File: src/rtl/reflet_split_access_unit_if.sv
// reflet_split_access_unit_if: CPU-side request/response and RAM-side bus of the split access unit.
interface reflet_split_access_unit_if #(
   parameter int word_size = 32,
   parameter int addr_size = 32
);
   logic                         cpu_req;
   logic [$clog2(word_size/8):0] size_used;
   logic [addr_size-1:0]         cpu_addr;
   logic [word_size-1:0]         cpu_data_out;
   logic                         cpu_write_en;
   logic [word_size-1:0]         cpu_data_in;
   logic                         busy;
   logic                         ready;
   logic                         alignement_error;
   logic [addr_size-1:0]         ram_addr;
   logic [word_size-1:0]         ram_data_out;
   logic [word_size-1:0]         ram_data_in;
   logic                         ram_write_en;
   modport master (
      output cpu_req, size_used, cpu_addr, cpu_data_out, cpu_write_en, ram_data_in,
      input  cpu_data_in, busy, ready, alignement_error, ram_addr, ram_data_out, ram_write_en
   );
   modport slave (
      input  cpu_req, size_used, cpu_addr, cpu_data_out, cpu_write_en, ram_data_in,
      output cpu_data_in, busy, ready, alignement_error, ram_addr, ram_data_out, ram_write_en
   );
endinterface

File: src/rtl/reflet_split_access_unit.sv
// reflet_split_access_unit: byte-granular loads/stores on a word RAM, splitting word-crossing
// accesses into two transactions and doing partial stores as read-modify-write.
module reflet_split_access_unit #(
   parameter int word_size    = 32,
   parameter int addr_size    = 32,
   parameter bit strict_align = 1'b0
) (
   input logic                     clk,
   input logic                     reset,
   reflet_split_access_unit_if.slave bus
);
   localparam int wb  = word_size / 8;
   localparam int lwb = $clog2(wb);
   localparam logic [2:0] idle = 3'd0, rd_lo = 3'd1, rd_hi = 3'd2, wr_lo = 3'd3, wr_hi = 3'd4, done = 3'd5;
   logic [2:0]             state, nxt;
   logic                   ph, w_r, err_r, w_c, span, err_c, full;
   logic [addr_size-1:0]   a_r, a_c, base, base2;
   logic [word_size-1:0]   d_r, d_c, lo_buf, hi_buf, lo_n, hi_n, mask, ld;
   logic [lwb:0]           s_r, s_c;
   logic [lwb-1:0]         off;
   logic [lwb+2:0]         sh;
   logic [31:0]            n;
   logic [2*word_size-1:0] merged;
   // In IDLE the live request is decoded so the first transaction can be set up on the capture edge.
   always_comb begin
      a_c    = state == idle ? bus.cpu_addr : a_r;
      d_c    = state == idle ? bus.cpu_data_out : d_r;
      s_c    = state == idle ? bus.size_used : s_r;
      w_c    = state == idle ? bus.cpu_write_en : w_r;
      n      = 32'd1 << s_c;
      off    = a_c[lwb-1:0];
      sh     = {off, 3'b000};
      base   = {a_c[addr_size-1:lwb], {lwb{1'b0}}};
      base2  = base + addr_size'(wb);
      span   = 32'(off) + n > 32'(wb);
      err_c  = 32'(s_c) > 32'(lwb) || (strict_align && (32'(off) & (n - 32'd1)) != 32'd0);
      full   = w_c && off == '0 && 32'(s_c) == 32'(lwb);
      mask   = ~({word_size{1'b1}} << (n << 3));
      lo_n   = state == rd_lo && ph ? bus.ram_data_in : lo_buf;
      hi_n   = state == rd_hi && ph ? bus.ram_data_in : hi_buf;
      ld     = word_size'({hi_n, lo_n} >> sh) & mask;
      merged = ({hi_n, lo_n} & ~({{word_size{1'b0}}, mask} << sh)) | ({{word_size{1'b0}}, d_c & mask} << sh);
      nxt    = state == idle  ? (bus.cpu_req ? (err_c ? done : full ? wr_lo : rd_lo) : idle)
             : state == rd_lo ? (!ph ? rd_lo : span ? rd_hi : w_c ? wr_lo : done)
             : state == rd_hi ? (!ph ? rd_hi : w_c ? wr_lo : done)
             : state == wr_lo ? (span ? wr_hi : done)
             : state == wr_hi ? done : idle;
   end
   assign bus.busy             = state != idle;
   assign bus.ready            = state == done;
   assign bus.alignement_error = state == done && err_r;
   assign bus.ram_write_en     = state == wr_lo || state == wr_hi;
   always_ff @(posedge clk or negedge reset)
      if (!reset) begin
         state            <= idle;
         ph               <= 1'b0;
         a_r              <= '0;
         d_r              <= '0;
         s_r              <= '0;
         w_r              <= 1'b0;
         err_r            <= 1'b0;
         lo_buf           <= '0;
         hi_buf           <= '0;
         bus.cpu_data_in  <= '0;
         bus.ram_addr     <= '0;
         bus.ram_data_out <= '0;
      end else begin
         state  <= nxt;
         ph     <= (state == rd_lo || state == rd_hi) && !ph;
         lo_buf <= lo_n;
         hi_buf <= hi_n;
         if (state == idle && bus.cpu_req) begin
            a_r   <= bus.cpu_addr;
            d_r   <= bus.cpu_data_out;
            s_r   <= bus.size_used;
            w_r   <= bus.cpu_write_en;
            err_r <= err_c;
         end
         if (nxt != state && (nxt == rd_lo || nxt == wr_lo)) bus.ram_addr <= base;
         if (nxt != state && (nxt == rd_hi || nxt == wr_hi)) bus.ram_addr <= base2;
         if (nxt == wr_lo) bus.ram_data_out <= merged[word_size-1:0];
         if (nxt == wr_hi) bus.ram_data_out <= merged[2*word_size-1:word_size];
         if ((state == rd_lo || state == rd_hi) && nxt == done) bus.cpu_data_in <= ld;
      end
endmodule

File: src/flat_wrapper.sv
// flat-port wrapper written by rule: the top's interface ports become plain ports
module reflet_split_access_unit_flat 
#(
   parameter int word_size    = 32,
   parameter int addr_size    = 32,
   parameter bit strict_align = 1'b0
)
  (clk, reset, bus_cpu_req, bus_size_used, bus_cpu_addr, bus_cpu_data_out, bus_cpu_write_en, bus_ram_data_in, bus_cpu_data_in, bus_busy, bus_ready, bus_alignement_error, bus_ram_addr, bus_ram_data_out, bus_ram_write_en);
  reflet_split_access_unit_if #(.word_size(word_size), .addr_size(addr_size)) bus_i ();
  input logic clk;
  input logic reset;
  input wire logic [$bits(bus_i.cpu_req)-1:0] bus_cpu_req;
  input wire logic [$bits(bus_i.size_used)-1:0] bus_size_used;
  input wire logic [$bits(bus_i.cpu_addr)-1:0] bus_cpu_addr;
  input wire logic [$bits(bus_i.cpu_data_out)-1:0] bus_cpu_data_out;
  input wire logic [$bits(bus_i.cpu_write_en)-1:0] bus_cpu_write_en;
  input wire logic [$bits(bus_i.ram_data_in)-1:0] bus_ram_data_in;
  output wire logic [$bits(bus_i.cpu_data_in)-1:0] bus_cpu_data_in;
  output wire logic [$bits(bus_i.busy)-1:0] bus_busy;
  output wire logic [$bits(bus_i.ready)-1:0] bus_ready;
  output wire logic [$bits(bus_i.alignement_error)-1:0] bus_alignement_error;
  output wire logic [$bits(bus_i.ram_addr)-1:0] bus_ram_addr;
  output wire logic [$bits(bus_i.ram_data_out)-1:0] bus_ram_data_out;
  output wire logic [$bits(bus_i.ram_write_en)-1:0] bus_ram_write_en;
  assign bus_i.cpu_req = bus_cpu_req;
  assign bus_i.size_used = bus_size_used;
  assign bus_i.cpu_addr = bus_cpu_addr;
  assign bus_i.cpu_data_out = bus_cpu_data_out;
  assign bus_i.cpu_write_en = bus_cpu_write_en;
  assign bus_i.ram_data_in = bus_ram_data_in;
  assign bus_cpu_data_in = bus_i.cpu_data_in;
  assign bus_busy = bus_i.busy;
  assign bus_ready = bus_i.ready;
  assign bus_alignement_error = bus_i.alignement_error;
  assign bus_ram_addr = bus_i.ram_addr;
  assign bus_ram_data_out = bus_i.ram_data_out;
  assign bus_ram_write_en = bus_i.ram_write_en;
  reflet_split_access_unit #(.word_size(word_size), .addr_size(addr_size), .strict_align(strict_align)) u_core (.clk(clk), .reset(reset), .bus(bus_i));
endmodule
File: config.mk
export PLATFORM = sky130hd
export DESIGN_NAME = reflet_split_access_unit_flat
export DESIGN_NICKNAME = d
export VERILOG_FILES = /design/src/rtl/reflet_split_access_unit_if.sv /design/src/rtl/reflet_split_access_unit.sv /design/src/flat_wrapper.sv
export SDC_FILE = /design/constraint.sdc
export NUM_CORES = 1
export LEC_CHECK = 0
export CORE_MARGIN = 1
export CORE_UTILIZATION = 40
export CTS_BUF_LIST = sky130_fd_sc_hd__clkbuf_4 sky130_fd_sc_hd__clkbuf_8 sky130_fd_sc_hd__clkbuf_16
export DETAILED_ROUTE_END_ITERATION = 16
export GPL_TIMING_DRIVEN = 0
export PLACE_DENSITY_LB_ADDON = 0.15
export REMOVE_ABC_BUFFERS = 1
export SYNTH_ARGS = -nofsm -noshare
export SYNTH_HDL_FRONTEND = slang
export SYNTH_SLANG_ARGS = --single-unit
File: constraint.sdc
create_clock -name clk -period 10.31 [get_ports clk]
set_input_delay 1.031 -clock clk [delete_from_list [all_inputs] [get_ports clk]]
set_output_delay 1.031 -clock clk [all_outputs]
set_load 0.01 [all_outputs]
After elaboration in Yosys (flattened, before gate mapping)
Cells that the tools add are included.

word-level totals
  RAM bits = 0
  bits in latches = 0
  logic and storage cells = 82
  memory bits (read-only) = 0
  memories kept = 0
  output and inout port bits = 100
  register bits = 233
  input bits = 103

operators by class
  mux-type cells = 23
  shift-type cells = 5
  bitwise operators = 6
  add/sub/neg operators = 2
  order comparisons = 2
  $mul = 0
  reductions and logical operators = 20
  div/mod/pow operators = 0
  eq/ne operators = 12

operators with widths
  cell                                                                    number
  32-bit 2-to-1 mux                                                       8
  32-bit by 5-bit left shift with 64-bit output                           2
  32-bit AND                                                              2
  64-bit AND                                                              1
  64-bit inverter                                                         1
  64-bit OR                                                               1
  64-bit by 5-bit >> shifter with 32-bit output                           1
  3-bit 2-to-1 mux                                                        12
  2-bit by 32-bit adder with 32-bit output                                1
  32-bit by 3-bit adder with 32-bit output (second input constant)        1
  32-bit by 3-bit > comparator with 1-bit output (second input constant)  1
  32-bit inverter                                                         1
  1-bit by 3-bit left shift with 32-bit output (first input constant)     1
  32-bit by 32-bit left shift with 32-bit output (first input constant)   1
  3-bit by 2-bit equality test with 1-bit output (second input constant)  5
  3-bit equality test (second input constant)                             4
  1-bit logical AND                                                       10
  3-bit by 1-bit equality test with 1-bit output (second input constant)  2
  1-bit logical OR                                                        4
  2-bit nonzero test                                                      2
  3-bit by 2-bit > comparator with 1-bit output (second input constant)   1
  3-bit logical NOT                                                       1
  3-bit != test                                                           1
  3-bit nonzero test                                                      1
  4 further kinds                                                         5

Logic depth before layout (Yosys ltp)
  word-level depth = 15
  gate-level depth with buffers = 19
  depth with buffers taken out = 15

Worst setup path after synthesis
OpenSTA, ideal clock, no wires.

  path type = in2reg
  from = input bus_cpu_addr[0]
  to = register u_core.bus.ram_addr[26]
  path slack = 5516 ps
  arrival time = 4666 ps
  buffers on the path = 5
  cell stages on the path = 16
  required time = 10183 ps
  path through = mux2i_1 -> inv_1 -> clkbuf_1 -> clkbuf_1 -> clkbuf_1 -> ha_1 -> fa_1 -> nor2_1 -> o21ai_0 -> o22a_1 -> o21ai_2 -> a311o_1 -> buf_2 -> nand2_2 -> buf_4 -> mux2_1

between the ends
  elaborated cells on any way between the ends = 27
  those cells by class = add/sub: 1; order compare: 1; eq/ne: 5; mux: 12; reduce/logical: 8

RTL lines
  item                                                                          line                                                            source
  start, declared                                                               flat_wrapper.sv:14                                              input wire logic [$bits(bus_i.cpu_addr)-1:0] bus_cpu_addr;
  32-bit 2-to-1 mux (*)                                                         reflet_split_access_unit.sv:26                                  a_c = state == idle ? bus.cpu_addr : a_r;
  2-bit by 32-bit adder with 32-bit output (*)                                  reflet_split_access_unit.sv:35                                  span = 32'(off) + n > 32'(wb);
  32-bit by 3-bit > comparator with 1-bit output (*)                            reflet_split_access_unit.sv:35
  3-bit 2-to-1 mux (*) (3 in series)                                            reflet_split_access_unit.sv:44                                  : state == rd_lo ? (!ph ? rd_lo : span ? rd_hi : w_c ? wr_lo : done)
  3-bit 2-to-1 mux (*)                                                          reflet_split_access_unit.sv:43                                  nxt = state == idle ? (bus.cpu_req ? (err_c ? done : full ? wr_lo : rd_lo) : idle)
  net u_core.nxt[2]                                                             reflet_split_access_unit.sv:15                                  logic [2:0] state, nxt;
  3-bit by 2-bit equality test with 1-bit output, or another cell as far along  reflet_split_access_unit.sv:80                                  if (nxt != state && (nxt == rd_hi || nxt == wr_hi)) bus.ram_addr <= base2;
  1-bit logical OR (on tied branches)                                           reflet_split_access_unit.sv:80, reflet_split_access_unit.sv:79
  1-bit logical AND (on tied branches)                                          reflet_split_access_unit.sv:80, reflet_split_access_unit.sv:79
  32-bit 2-to-1 mux / 2-bit nonzero test (equally long branches)                n/a
  end signal, assigned                                                          reflet_split_access_unit.sv:79                                  if (nxt != state && (nxt == rd_lo || nxt == wr_lo)) bus.ram_addr <= base;
  end signal, assigned                                                          reflet_split_access_unit.sv:80
  end, declared                                                                 reflet_split_access_unit_if.sv:25                               output cpu_data_in, busy, ready, alignement_error, ram_addr, ram_data_out, ram_write_en

Mark *: on every way through the listed nets, which the timed path passes. The rest lies on a longest branch.
A chain may end at the register's enable or synchronous reset.

Worst setup path after layout
  from = register u_core.state[1]
  to = register u_core.bus.ram_addr[30]

between the ends
  cells in the longest elaborated chain, start to end = 14
  elaborated cells on any way between the ends = 42
  those cells by class = add/sub: 2; order compare: 2; eq/ne: 10; shift: 1; mux: 18; reduce/logical: 9

RTL lines
  item                                                                          line                                                            source
  start, declared                                                               reflet_split_access_unit.sv:15
  start signal, assigned                                                        reflet_split_access_unit.sv:55                                  state <= idle;
  start signal, assigned                                                        reflet_split_access_unit.sv:68                                  state <= nxt;
  3-bit logical NOT                                                             n/a
  3-bit 2-to-1 mux                                                              reflet_split_access_unit.sv:28                                  s_c = state == idle ? bus.size_used : s_r;
  1-bit by 3-bit left shift with 32-bit output                                  reflet_split_access_unit.sv:30                                  n = 32'd1 << s_c;
  2-bit by 32-bit adder with 32-bit output                                      reflet_split_access_unit.sv:35
  32-bit by 3-bit > comparator with 1-bit output                                reflet_split_access_unit.sv:35
  1-bit 2-to-1 mux                                                              reflet_split_access_unit.sv:46                                  : state == wr_lo ? (span ? wr_hi : done)
  3-bit 2-to-1 mux                                                              reflet_split_access_unit.sv:46
  3-bit 2-to-1 mux                                                              reflet_split_access_unit.sv:45                                  : state == rd_hi ? (!ph ? rd_hi : w_c ? wr_lo : done)
  3-bit 2-to-1 mux                                                              reflet_split_access_unit.sv:44
  3-bit 2-to-1 mux                                                              reflet_split_access_unit.sv:43
  3-bit by 2-bit equality test with 1-bit output, or another cell as far along  reflet_split_access_unit.sv:80
  1-bit logical OR (on tied branches)                                           reflet_split_access_unit.sv:80, reflet_split_access_unit.sv:79
  1-bit logical AND (on tied branches)                                          reflet_split_access_unit.sv:80, reflet_split_access_unit.sv:79
  32-bit 2-to-1 mux / 2-bit nonzero test (equally long branches)                n/a

Several ways; a longest one is shown, not always the timed one. The select of a mux whose other input is x is not followed.

==> run_results.csv <==
group,metric,value,unit
routing,wl_per_cell,21.2,µm
routing,via_count,10600,
synth,ys_top_cells_by_area,"dfrtp_1, mux2i_1, mux2_2",
placement,portBuffers,200,
setup_path,critical_path.max_fanout,41,
synth,synth_top_family_by_area,"multiplexers",
timing,finClkSkew,0.0222,ns
min_path,hp-class,"in2async",
timing,fin_crit_sh,0.785,
clock_tree,cts_buffers,27,
setup_path,worstPathArrival,8.51,ns
synth,synth-xor-area-share,0.0117,
setup_path,r2r_cells,17,
synth,async_flop_share,1.00,
timing,slew_headroom,0.109,
routing,route.detailed.drc,0,
synth,synthAdderAreaFrac,0.00451,
timing,max_freq,124,MHz
final_layout,final_layout_size_suffix_gt1_frac,0.144,
global_routing,grt_pass1_vias,10600,
synth,netlist.area_leader.share,0.453,
final_layout,stdcell_count,1870,
synth,synth_seq_cells,231,
global_routing,grt_util_met2,0.392,
synth,avgSynthCellArea,9.97,µm²
timing,rsz0062_at_grt,"no",
synth,yosysUniqueCellTypes,80,
setup_path,cp_cell_sequence,"nor3_4 > buf_16 > buf_16 > buf_16 > inv_2 > mux2_2 > nand2_1 > inv_1 > ha_1 > fa_1 > nor2_1 > o21ai_0 > o22ai_4 > o211ai_2 > o21ai_1 > nand2_2 > mux2_1",
synth,synth_commonest_cells,"dfrtp_1, mux2i_1, nand2_1",
power_and_ir_drop,max-vdd-ir-drop,0.183,mV
floorplan,die_h,181,µm
clock_tree,root_buffer,"clkbuf_16",
synth,synthMuxAreaShare,0.204,
placement,place_inst,1817,
job,maxCapViolCount,0,
synth,synth_simple_gate_area_frac,0.113,
final_layout,syn2layout_area_growth,28.7,%
global_routing,grt_max_degree,106,
timing,worstMarginPinSlew,1.33,ns
clock_tree,htreeDepth,1,
placement,place_area,15400,µm²
clock_tree,cts_hold_buffers,0,
setup_path,critPathCaptureType,"flip-flop",
power_and_ir_drop,p_leak,6.90,nW
timing,slew_viol_final,0,
clock_tree,clockBufferDepth,3,
floorplan,num_io_pins,203,
floorplan,core-area,31500,µm²
clock_tree,cts_tree,"yes",
timing,setup_viol,0,
floorplan,initial_core_util,0.406,
global_routing,grt_use_met1,0.329,
routing,drt_pass1_iterations,7,
routing,drt_iter0_markers,650,
final_layout,nNetsFinal,1553,
synth,yosysMostFrequentCell,"dfrtp_1",
global_routing,grt_busiest_layer,"met2",
setup_path,cpPeakStageDelay,1.04,ns
timing,min_period,8.09,ns
final_layout,final_area,16400,µm²
clock_tree,clk_pin_slew_worst_paths,0.06,ns
global_routing,grtUsageTotal,0.241,
global_routing,grt_pass1_wl,61400,µm
global_routing,grt_util_met3,0.0418,
timing,hold_viol,0,
synth,yosysWarningCount,0,
placement,gp_congestion,0.811,
outcome,outcome,"complete, no violations",
power_and_ir_drop,p_per_area,386,nW/µm²
synth,syn_area,12800,µm²
synth,synth_compound_area_frac,0.167,
setup_path,cp_common_cell,"buf_16",
synth,synthFlopType,"dfrtp_1",
final_layout,utilization,0.522,
routing,post_drt_via_cell_ratio,5.69,
synth,netlist_instances,1280,
global_routing,grt.overflow.total,0,
floorplan,row_count,65,
routing,ant_nets,0,
global_routing,antenna_found_initial,2,
synth,yosysTopAreaCell,"dfrtp_1",
routing,wl,39600,µm
power_and_ir_drop,total_power,0.00634,W
setup_path,start_kind,"flip-flop",
setup_path,crit_type,"reg2reg",
synth,seq_area_frac_synth,0.453,
setup_path,cpMaxStageDelayCell,"mux2_2",
synth,synth-edff-count,0,
placement,hpwl,26800,µm
clock_tree,clk_latency,0.56,ns
clock_tree,clock_sinks,231,
clock_tree,postCtsSetupBuffers,0,
clock_tree,cts_resized,0,
floorplan,die-area,32600,µm²
floorplan,die_x,181,µm
setup_path,cp.required,10.73,ns
## per-layer routing
layer  share of wire  vias to the layer above  wire, µm
li1                -                     4957         -
met4           0.023                        2       903
met1            0.46                     5277     18100
met2            0.46                      340     18400
met3           0.056                       59      2200
met5         0.00033                        -        13
## where the power goes
part	internal, W	leakage (nW)	switching, W
Combinational	0.00161	3.65	0.00211
Clock	0.000597	0.472	0.000398
Sequential	0.00137	2.78	0.000259
## sequential cells by signal (all words and copies together) (netlist names)
name	flops
u_core.s_r	3
u_core.hi_buf	32
u_core.lo_buf	32
u_core.bus.ram_addr	30
u_core.a_r	32
u_core.err_r	1
u_core.d_r	32
u_core.w_r	1
u_core.ph	1
u_core.bus.cpu_data_in	32
u_core.bus.ram_data_out	32
u_core.state	3
## critical path: cells and delay by family, from the launching register on
kind,cells,cell delay (ns)
multiplexers,2,1.48
AO/OA/AOI/OAI,4,1.85
buffers and inverters,5,1.59
adder cells (fa/ha/maj),2,0.75
flip-flops,1,0.54
AND/OR/NAND/NOR,4,1.68
## path summary, 6_finish.rpt
kind | startpoint | endpoint | slack, ns
hold / removal | reset | u_core.a_r[27] | 0.36
hold reg to reg | u_core.err_r | u_core.err_r | 0.48
setup / recovery | u_core.state[1] | u_core.bus.ram_addr[30] | 2.22
max in group asynchronous | reset | u_core.bus.cpu_data_in[12] | 9.09
setup reg to reg | u_core.state[1] | u_core.bus.ram_addr[30] | 2.22
min in group clk | u_core.err_r | u_core.err_r | 0.48
## metrics by stage
stage	hold WS [ns]	setup TNS [ns]	setup slack, ns
finish	0.360	0	2.22
global route	0.366	0	1.74
CTS	0.350	0	2.22
detailed placement	0.467	0	2.28
global placement	0.459	-1452.67	-10.95
floorplan	0.441	-202.89	-2.58
## placed cells by master (no fill, tap or decap), types with 26 or more instances in the layout
cell,synthesis,layout
clkdlybuf4s50_1,0,199
a21oi_1,74,73
dfrtp_1,231,231
clkbuf_16,0,27
nand2_1,128,126
mux2_2,100,100
mux2i_1,141,137
o31ai_1,33,33
nor2_1,109,109
o22ai_1,28,28
inv_1,53,52
o21ai_0,26,26
## kinds of logic (layout without fill, tap and decap cells)
kind of cell,after synthesis,count (layout)
mux,246,246
fa+ha+maj,4,4
buf+inv,144,329
compound gates,307,307
simple gates,330,330
other cells,1,4
flops,231,231
xor+xnor,17,17
## cell type report
type | count | area (µm²)
Fill cell | 2878 | 15100
Multi-Input combinational cell | 906 | 6480
Sequential cell | 231 | 5780
Timing Repair Buffer | 224 | 2510
Clock buffer | 43 | 858
Tap cell | 402 | 503
Inverter | 56 | 211
Clock inverter | 6 | 73.8
Antenna cell | 2 | 5.00
No activity file was read; power rests on OpenSTA's default activity.
